[config.mk]
export PLATFORM = sky130hd
export DESIGN_NAME = seg_value_encoder_flat
export DESIGN_NICKNAME = d
export VERILOG_FILES = /design/src/rtl/seg_value_encoder_if.sv /design/src/rtl/seg_value_encoder.sv /design/src/flat_wrapper.sv
export SDC_FILE = /design/constraint.sdc
export NUM_CORES = 1
export LEC_CHECK = 0
export ABC_AREA = 1
export CORE_MARGIN = 5
export CORE_UTILIZATION = 53
export CTS_BUF_LIST = sky130_fd_sc_hd__clkbuf_8
export CTS_CLUSTER_SIZE = 16
export DETAILED_ROUTE_END_ITERATION = 8
export HOLD_SLACK_MARGIN = 0.08
export PLACE_DENSITY = 0.79
export SLEW_MARGIN = 20
export SYNTH_ARGS = -nofsm -noshare
export SYNTH_HDL_FRONTEND = slang
export SYNTH_SLANG_ARGS = --single-unit
[constraint.sdc]
create_clock -name clk -period 3.65 [get_ports clk]
set_clock_uncertainty 0.2 [all_clocks]
set_input_delay 1.095 -clock clk [delete_from_list [all_inputs] [get_ports clk]]
set_output_delay 1.095 -clock clk [all_outputs]
set_load 0.01 [all_outputs]
[src/rtl/seg_value_encoder_if.sv]
// seg_value_encoder_if: start/value request and busy/done/segment result bundle for seg_value_encoder
interface seg_value_encoder_if #(parameter int W = 16, parameter int DIGITS = 5);
  logic [W-1:0]        value;
  logic                start;
  logic                busy;
  logic                done;
  logic [7*DIGITS-1:0] seg_data;
  modport master(output value, start, input busy, done, seg_data);
  modport slave(input value, start, output busy, done, seg_data);
endinterface

[src/rtl/seg_value_encoder.sv]
// seg_value_encoder: binary to 7-segment digits via shift-and-add-3; LEADING_ZERO_BLANK_EN blanks leading zero digits
module seg_value_encoder #(
  parameter int W      = 16,
  parameter int DIGITS = 5
) (
  input logic             clk,
  input logic             rst,
  seg_value_encoder_if.slave bus
);
  typedef enum logic [1:0] {IDLE, SHIFT, ENCODE} state_t;
  function automatic bit digits_ok();
    logic [W+4:0] p, m;
    p = (W+5)'(1);
    m = {5'd0, {W{1'b1}}};
    for (int i = 0; i < DIGITS; i++) if (p <= m) p = p * (W+5)'(10);
    return p > m;
  endfunction
  if (!digits_ok()) begin : g_digits_too_small
    $error("seg_value_encoder: DIGITS cannot represent 2^W-1");
  end
  function automatic logic [6:0] seg7(input logic [3:0] n);
    case (n)
      4'd0: seg7 = 7'h7E;
      4'd1: seg7 = 7'h30;
      4'd2: seg7 = 7'h6D;
      4'd3: seg7 = 7'h79;
      4'd4: seg7 = 7'h33;
      4'd5: seg7 = 7'h5B;
      4'd6: seg7 = 7'h5F;
      4'd7: seg7 = 7'h70;
      4'd8: seg7 = 7'h7F;
      4'd9: seg7 = 7'h7B;
      default: seg7 = 7'h00;
    endcase
  endfunction
  state_t              r_state, w_next;
  logic [W-1:0]        r_sh, r_cnt;
  logic [4*DIGITS-1:0] r_bcd, w_adj;
  logic [7*DIGITS-1:0] r_seg, w_seg;
  logic                r_done, w_accept;
`ifdef LEADING_ZERO_BLANK_EN
  logic                w_lz;
`endif
  // the done cycle itself never accepts, so a held start restarts one cycle later
  assign w_accept     = bus.start && !r_done;
  assign bus.busy     = r_state != IDLE;
  assign bus.done     = r_done;
  assign bus.seg_data = r_seg;
  always_comb begin
    w_next = r_state == IDLE  ? (w_accept ? SHIFT : IDLE) :
             r_state == SHIFT ? (r_cnt == W'(W-1) ? ENCODE : SHIFT) : IDLE;
  end
  always_comb begin
    w_adj = r_bcd;
    for (int k = 0; k < DIGITS; k++)
      if (r_bcd[4*k+:4] >= 4'd5) w_adj[4*k+:4] = r_bcd[4*k+:4] + 4'd3;
  end
  always_comb begin
    w_seg = '0;
`ifdef LEADING_ZERO_BLANK_EN
    w_lz = 1'b1;
`endif
    for (int k = DIGITS-1; k >= 0; k--) begin
      w_seg[7*k+:7] = seg7(r_bcd[4*k+:4]);
`ifdef LEADING_ZERO_BLANK_EN
      if (w_lz && r_bcd[4*k+:4] == 4'd0 && k != 0) w_seg[7*k+:7] = 7'h00;
      w_lz = w_lz && r_bcd[4*k+:4] == 4'd0;
`endif
    end
  end
  always_ff @(posedge clk or posedge rst) begin
    if (rst) begin
      r_state <= IDLE;
      r_sh    <= '0;
      r_cnt   <= '0;
      r_bcd   <= '0;
      r_seg   <= '0;
      r_done  <= 1'b0;
    end else begin
      r_state <= w_next;
      r_done  <= r_state == ENCODE;
      if (r_state == IDLE && w_accept) begin
        r_sh  <= bus.value;
        r_bcd <= '0;
        r_cnt <= '0;
      end else if (r_state == SHIFT) begin
        r_bcd <= {w_adj[4*DIGITS-2:0], r_sh[W-1]};
        r_sh  <= {r_sh[W-2:0], 1'b0};
        r_cnt <= r_cnt + W'(1);
      end
      if (r_state == ENCODE) r_seg <= w_seg;
    end
  end
endmodule

[src/flat_wrapper.sv]
// flat-port wrapper written by rule: the top's interface ports become plain ports
module seg_value_encoder_flat 
#(
  parameter int W      = 16,
  parameter int DIGITS = 5
)
  (clk, rst, bus_value, bus_start, bus_busy, bus_done, bus_seg_data);
  seg_value_encoder_if #(.W(W), .DIGITS(DIGITS)) bus_i ();
  input logic clk;
  input logic rst;
  input wire logic [$bits(bus_i.value)-1:0] bus_value;
  input wire logic [$bits(bus_i.start)-1:0] bus_start;
  output wire logic [$bits(bus_i.busy)-1:0] bus_busy;
  output wire logic [$bits(bus_i.done)-1:0] bus_done;
  output wire logic [$bits(bus_i.seg_data)-1:0] bus_seg_data;
  assign bus_i.value = bus_value;
  assign bus_i.start = bus_start;
  assign bus_busy = bus_i.busy;
  assign bus_done = bus_i.done;
  assign bus_seg_data = bus_i.seg_data;
  seg_value_encoder #(.W(W), .DIGITS(DIGITS)) u_core (.clk(clk), .rst(rst), .bus(bus_i));
endmodule
==> results.md, run 1 <==
- Max transition margin: 54.5%
- Yosys reg bits: 90
- Register area: 2250 µm²
- Met3 wire length: 545 µm
- Post_cts resized: 0
- Comb pwr share: 2.7%
- Share of power burned in registers: 57.3%
- Worst Max-Slew Pin Slew: 0.681 ns
- Top post-synthesis cells by area: dfrtp_1 (45%), nand2_1 (10%), ha_1 (8.5%)
- Largest area contributor in the netlist: dfrtp_1
- Critical path, cell by cell: nor2_2 -> buf_4 -> inv_1 -> clkdlybuf4s50_1
- DR WL/cell: 13.8 µm
- Hpwl dp: 7650 µm
- Final setup margin: 0.627 ns
- Peak per-stage delay on the critical path: 0.48 ns
- Distinct cells, synth: 30
- Initial antenna violation count: 0
- Ys async rst share: 100%
- Syn. warnings: 0
- Vias in the first global route: 4139
- Final setup viols: 0
- Max cap viols: 0
- List of most frequent post-synthesis cells: nand2_1 (136), dfrtp_1 (90), nand3_1 (82), nor2_1 (73), inv_1 (48)
- CP startpoint kind: register
- GPL Wtd Cong: 0.904
- Diodes inserted: 0
- Switching share of total power: 23.1%
- Unrepaired setup endpoints after global routing: no
- Row Count: 35
- Iteration-0 DRC Markers: 197
- Crit path DAT: 1.73 ns
- TritonCTS clock tree: built
- Fillers: 805
- Leakage power: 0.00282 µW
- Period utilization: 82.8%
- Initial Util: 54.3%
- Status: completed
- Min-delay worst type: reg -> reg
- EDFF count, synth: 0
- Nets: 720
- Multi-input logic area: 2390 µm²
- Die Y: 107 µm
- Top Ports: 56
- Worst-skew pair later-pin latency: 0.37 ns
- Netlist Area Pre-Place: 4990 µm²
- Core Area: 9200 µm²
- Post-Syn Instances: 616
- DR vias/cell: 5.50
- Chip width: 107 µm
- R2r setup slk: 1.42 ns
- R2R cell count: 4
- Achievable clock frequency: 0.331 GHz
- Max VDD drop: 183 µV
- Min Hold Slack: 0.292 ns
- Met2 wire length: 5290 µm
- Crit path capture type: primary output
- Main synth FF type: dfrtp_1
- Reg2Reg Launch Point: u_core.r_state[1]
- Hold path cells: 2
- Total GRT Usage: 19.8%
- Worst path slowest cell: clkdlybuf4s50_1
- TNS Setup: 0 ns
- Hold_buf cts: 0
- Final core area utilization: 62.9%
- Num CTS Buffers: 9
- Most common cell in the netlist: nand2_1
- Top Family by Delay on Critical Path: buffers and inverters
- Post-CTS Setup Inserts: 0
- Seq/Total Area, Yosys: 45.1%
- Layout cell share with drive strength beyond 1: 5.65%
- Min cycle time layout: 3.02 ns
- DR top layer: met4
- Clock Tree Buf Depth: 2
- Routed Antenna Nets: 0
- Hold_sp: u_core.bus.seg_data[10]
- Final WL: 10800 µm
- Area grow syn2layout: 15.9%
- Switching power: 401 µW
- P per Cell Area: 300 nW/µm²
- Total grt overflow: 0
- Synth top area share: 45.1%
- Place WS: 0.828 ns
- Drc violations: 0
- Drt first pass iters: 5
- Clock Sinks: 90
- Int Pwr: 1340 µW
- Min-Delay Endpoint: u_core.bus.seg_data[10]
- # port buffers: 55
- Worst-path clk slew: 0.09 ns
- Final Hold Vio Count: 0
- Die area: 11500 µm²
- Root buffer cell: clkbuf_8
- Largest net degree at the start of global routing: 40
- Bufs and invs on worst path: 3
- Syn Area/Cell: 8.11 µm²
- Syn nets: 669
- Worst reg2reg endpoint: u_core.r_cnt[4]
- Max Slew Vio Count: 0
- Critical path peak fanout: 20
- Via count: 4305
- First-pass GRT wire length: 18700 µm
- Routed length on met1: 4790 µm
- Setup CP Type: reg -> out
- Clock share of power: 40.0%
- CTS H-tree lvls: 3
- Req. time, crit path: 2.35 ns
kinds of logic (layout without fill, tap and decap cells):
family | count (synthesis) | after routing | share of synthesized area, %
adders and majority gates | 34 | 34 | 8.52
DFF | 90 | 90 | 45.1
AOI/OAI and AO/OA | 107 | 107 | 12.5
and+or+nand+nor | 312 | 312 | 26.9
buffers and inverters | 73 | 129 | 7.01
worst max-delay path by stage:
stage	from	to	slack, ns	depth (start not counted)
5_1_grt	u_core.r_state[1]	bus_busy	0.51	4
6_report	u_core.r_state[1]	bus_busy	0.63	4
3_5_place_dp	bus_start	u_core.r_bcd[3]	0.83	6
2_1_floorplan	rst	u_core.bus.done	0.02	1
3_3_place_gp	bus_start	u_core.r_bcd[6]	0.88	6
4_1_cts	u_core.r_state[1]	bus_busy	0.60	4
registers in the layout, indices dropped and copies added (netlist names):
name / cells
u_core.r_cnt: 16
u_core.r_bcd: 20
u_core.r_sh: 16
u_core.bus.done: 1
u_core.r_state: 2
u_core.bus.seg_data: 35
power by group through the flow:
stage / clock network [µW] / registers (µW) / logic, µW
5_1_grt: 750 / 996 / 53.6
6_report: 696 / 996 / 47.0
2_1_floorplan: 0 / 1020 / 18.1
3_5_place_dp: 0 / 1020 / 49.3
4_1_cts: 712 / 996 / 49.4
3_3_place_gp: 0 / 1020 / 48.6
cell usage in the layout (no fill, tap or decap), drive strengths merged, types with 2 or more instances in the layout:
cell           Yosys  final
o22a              12     12
clkinv             1      4
o22ai             10     10
buf               19      6
nand3b             2      2
dfrtp             90     90
o211ai             4      4
o21ai             39     39
clkbuf             2      9
clkinvlp           0      2
a31oi              2      2
a21oi             37     37
ha                34     34
nand4              8      8
clkdlybuf4s50      0     55
nand3             82     82
nand2            142    142
nor2              77     77
inv               51     52
routing by layer:
| metal | vias up | GRT usage, % |
|---|---|---|
| li1 | 2153 | - |
| met1 | 2025 | 24.5 |
| met5 | - | 0 |
| met3 | 13 | 3.61 |
| met4 | 0 | 5.75 |
| met2 | 114 | 35.2 |
tightest hold or removal path: cells and delay by family, from the launching register on:
kind,cells,cell delay [ns]
DFF,1,0.35
and+or+nand+nor,2,0.11
stage by stage:
| stage | total power [µW] | cell area, µm² | instances |
|---|---|---|---|
| finish | 1740 | 5790 | 783 |
| global route | 1800 | 5790 | 783 |
| CTS | 1760 | 5790 | 783 |
| detailed placement | 1070 | 5590 | 767 |
| global placement | 1060 | 5590 | 767 |
| floorplan | 1030 | 4990 | 616 |
cell type report:
type	count	share of cell area (%)
multi-input combinational	453	41.3
clock buffer	9	2.14
clock inverter	7	1.32
inverter	52	3.39
sequential	90	38.9
timing repair buffer	61	10.5
tap	111	2.40
(Power assumes the default switching activity.)
==> run 2, diff against run 1 <==
==> constraint.sdc (replaced) <==
create_clock -name clk -period 2.6 [get_ports clk]
set_clock_uncertainty 0.2 [all_clocks]
set_input_delay 0.78 -clock clk [delete_from_list [all_inputs] [get_ports clk]]
set_output_delay 0.78 -clock clk [all_outputs]
set_load 0.01 [all_outputs]
==> results.md, run 2 (synthesized netlist as in run 1, its figures left out) <==
- Status: completed
- Largest register FFs: 35
- R2r setup slk: 0.65 ns
- Switching power: 575 µW
- Place WS: 0.251 ns
- Worst-path clk slew: 0.09 ns
- Fillers: 804
- Unrepaired setup endpoints after global routing: no
- Largest net degree at the start of global routing: 91
- Layout cell share with drive strength beyond 1: 6.35%
- Initial antenna violation count: 0
- DR vias/cell: 5.51
- Nets: 725
- Row Count: 35
- Peak per-stage delay on the critical path: 0.48 ns
- CP startpoint kind: register
- Drc violations: 0
- Initial Util: 54.3%
- Diodes inserted: 0
- Iteration-0 DRC Markers: 251
- Vias in the first global route: 4143
- Setup CP Type: reg -> out
- Chip width: 107 µm
- Max Slew Vio Count: 0
- # port buffers: 55
- TNS Setup: 0 ns
- Max transition margin: 67.9%
- Min cycle time layout: 2.52 ns
- Req. time, crit path: 1.62 ns
- Crit path capture type: primary output
- First-pass GRT wire length: 18700 µm
- Most frequent cells in the layout: nand2_1 (136), dfrtp_1 (90), nand3_1 (82), nor2_1 (73), clkdlybuf4s50_1 (55)
- Int Pwr: 1980 µW
- TritonCTS clock tree: built
- Routed Antenna Nets: 0
- Final Hold Vio Count: 0
- Period utilization: 96.7%
- Worst-skew pair later-pin latency: 0.37 ns
- Worst reg2reg endpoint: u_core.r_bcd[11]
- Die area: 11500 µm²
- P per Cell Area: 436 nW/µm²
- Hold path cells: 2
- Min-delay worst type: reg -> reg
- Crit path DAT: 1.54 ns
- Total grt overflow: 0
- Clock Sinks: 90
- Worst path slowest cell: clkdlybuf4s50_1
- Core Area: 9200 µm²
- Min Hold Slack: 0.288 ns
- Share of power burned in registers: 54.8%
- Num CTS Buffers: 9
- Root buffer cell: clkbuf_8
- CTS H-tree lvls: 3
- Final WL: 11000 µm
- Top Family by Delay on Critical Path: buffers and inverters
- Hpwl dp: 7610 µm
- Min-Delay Endpoint: u_core.bus.seg_data[9]
- Commonest non-fill, non-tap cell in the layout: nand2_1
- Bufs and invs on worst path: 2
- Total GRT Usage: 19.7%
- Post-CTS Setup Inserts: 0
- Max cap viols: 0
- Critical path peak fanout: 4
- Hold_buf cts: 0
- Top Ports: 56
- Switching share of total power: 22.6%
- Worst Max-Slew Pin Slew: 0.482 ns
- Achievable clock frequency: 0.398 GHz
- Clock Tree Buf Depth: 2
- Leakage power: 0.00285 µW
- Critical path, cell by cell: nor2_2 -> inv_1 -> clkdlybuf4s50_1
- Final core area utilization: 63.6%
- Multi-input logic area: 2390 µm²
- Die Y: 107 µm
- R2R cell count: 8
- Max VDD drop: 270 µV
- Drt first pass iters: 5
- Comb pwr share: 2.6%
- Final setup viols: 0
- DR WL/cell: 13.9 µm
- Hold_sp: u_core.bus.seg_data[9]
- Register area: 2250 µm²
- Reg2Reg Launch Point: u_core.r_bcd[8]
- Final setup margin: 0.0846 ns
- GPL Wtd Cong: 0.878
- Area grow syn2layout: 17.2%
- Via count: 4344
- Post_cts resized: 0
- Clock share of power: 42.6%
==> run 2: how the worst max path moves through the flow <==
| stage | from | endpoint | cells past startpoint |
|---|---|---|---|
| detailed placement | bus_start | u_core.r_bcd[17] | 7 |
| finish | u_core.r_state[1] | bus_busy | 3 |
| floorplan | rst | u_core.bus.done | 1 |
| CTS | u_core.r_state[1] | bus_busy | 3 |
| global route | u_core.r_state[1] | bus_busy | 3 |
| global placement | bus_start | u_core.r_cnt[4] | 7 |
==> run 2: per-layer routing <==
layer  global-route usage, %  share of wire, %
met1                    25.7                46
met2                    33.8                49
met3                    2.35               4.3
met4                    6.48               1.4
met5                       0                 0
==> run 2: worst reg2reg max path: cells and delay by family, from the launching register on <==
kind | cells | cell delay (ns)
DFF | 1 | 0.50
AOI/OAI and AO/OA | 2 | 0.32
buffers and inverters | 3 | 0.32
and+or+nand+nor | 2 | 0.24
adders and majority gates | 1 | 0.27
==> run 2: power by group through the flow <==
| stage | Combinational, µW | Clock [µW] | Sequential, µW |
|---|---|---|---|
| after global placement | 67.7 | 0 | 1430 |
| after detailed placement | 69.0 | 0 | 1430 |
| after global routing | 74.7 | 1140 | 1400 |
| after CTS | 68.9 | 1100 | 1400 |
| final | 66.6 | 1090 | 1400 |
| after floorplan | 25.7 | 0 | 1430 |
==> run 2: through the flow <==
stage	area (µm²)	cells	total power (µW)
final	5850	788	2550
after global routing	5850	788	2620
after CTS	5850	788	2570
after detailed placement	5630	772	1500
after global placement	5630	772	1490
after floorplan	5000	616	1450
==> run 2: final cells by class <==
cell class,count,area share [%]
Multi-Input combinational cell,453,40.9
Sequential cell,90,38.5
Inverter,52,3.40
Timing Repair Buffer,66,11.0
Clock inverter,7,1.73
Clock buffer,9,2.12
Tap cell,111,2.37
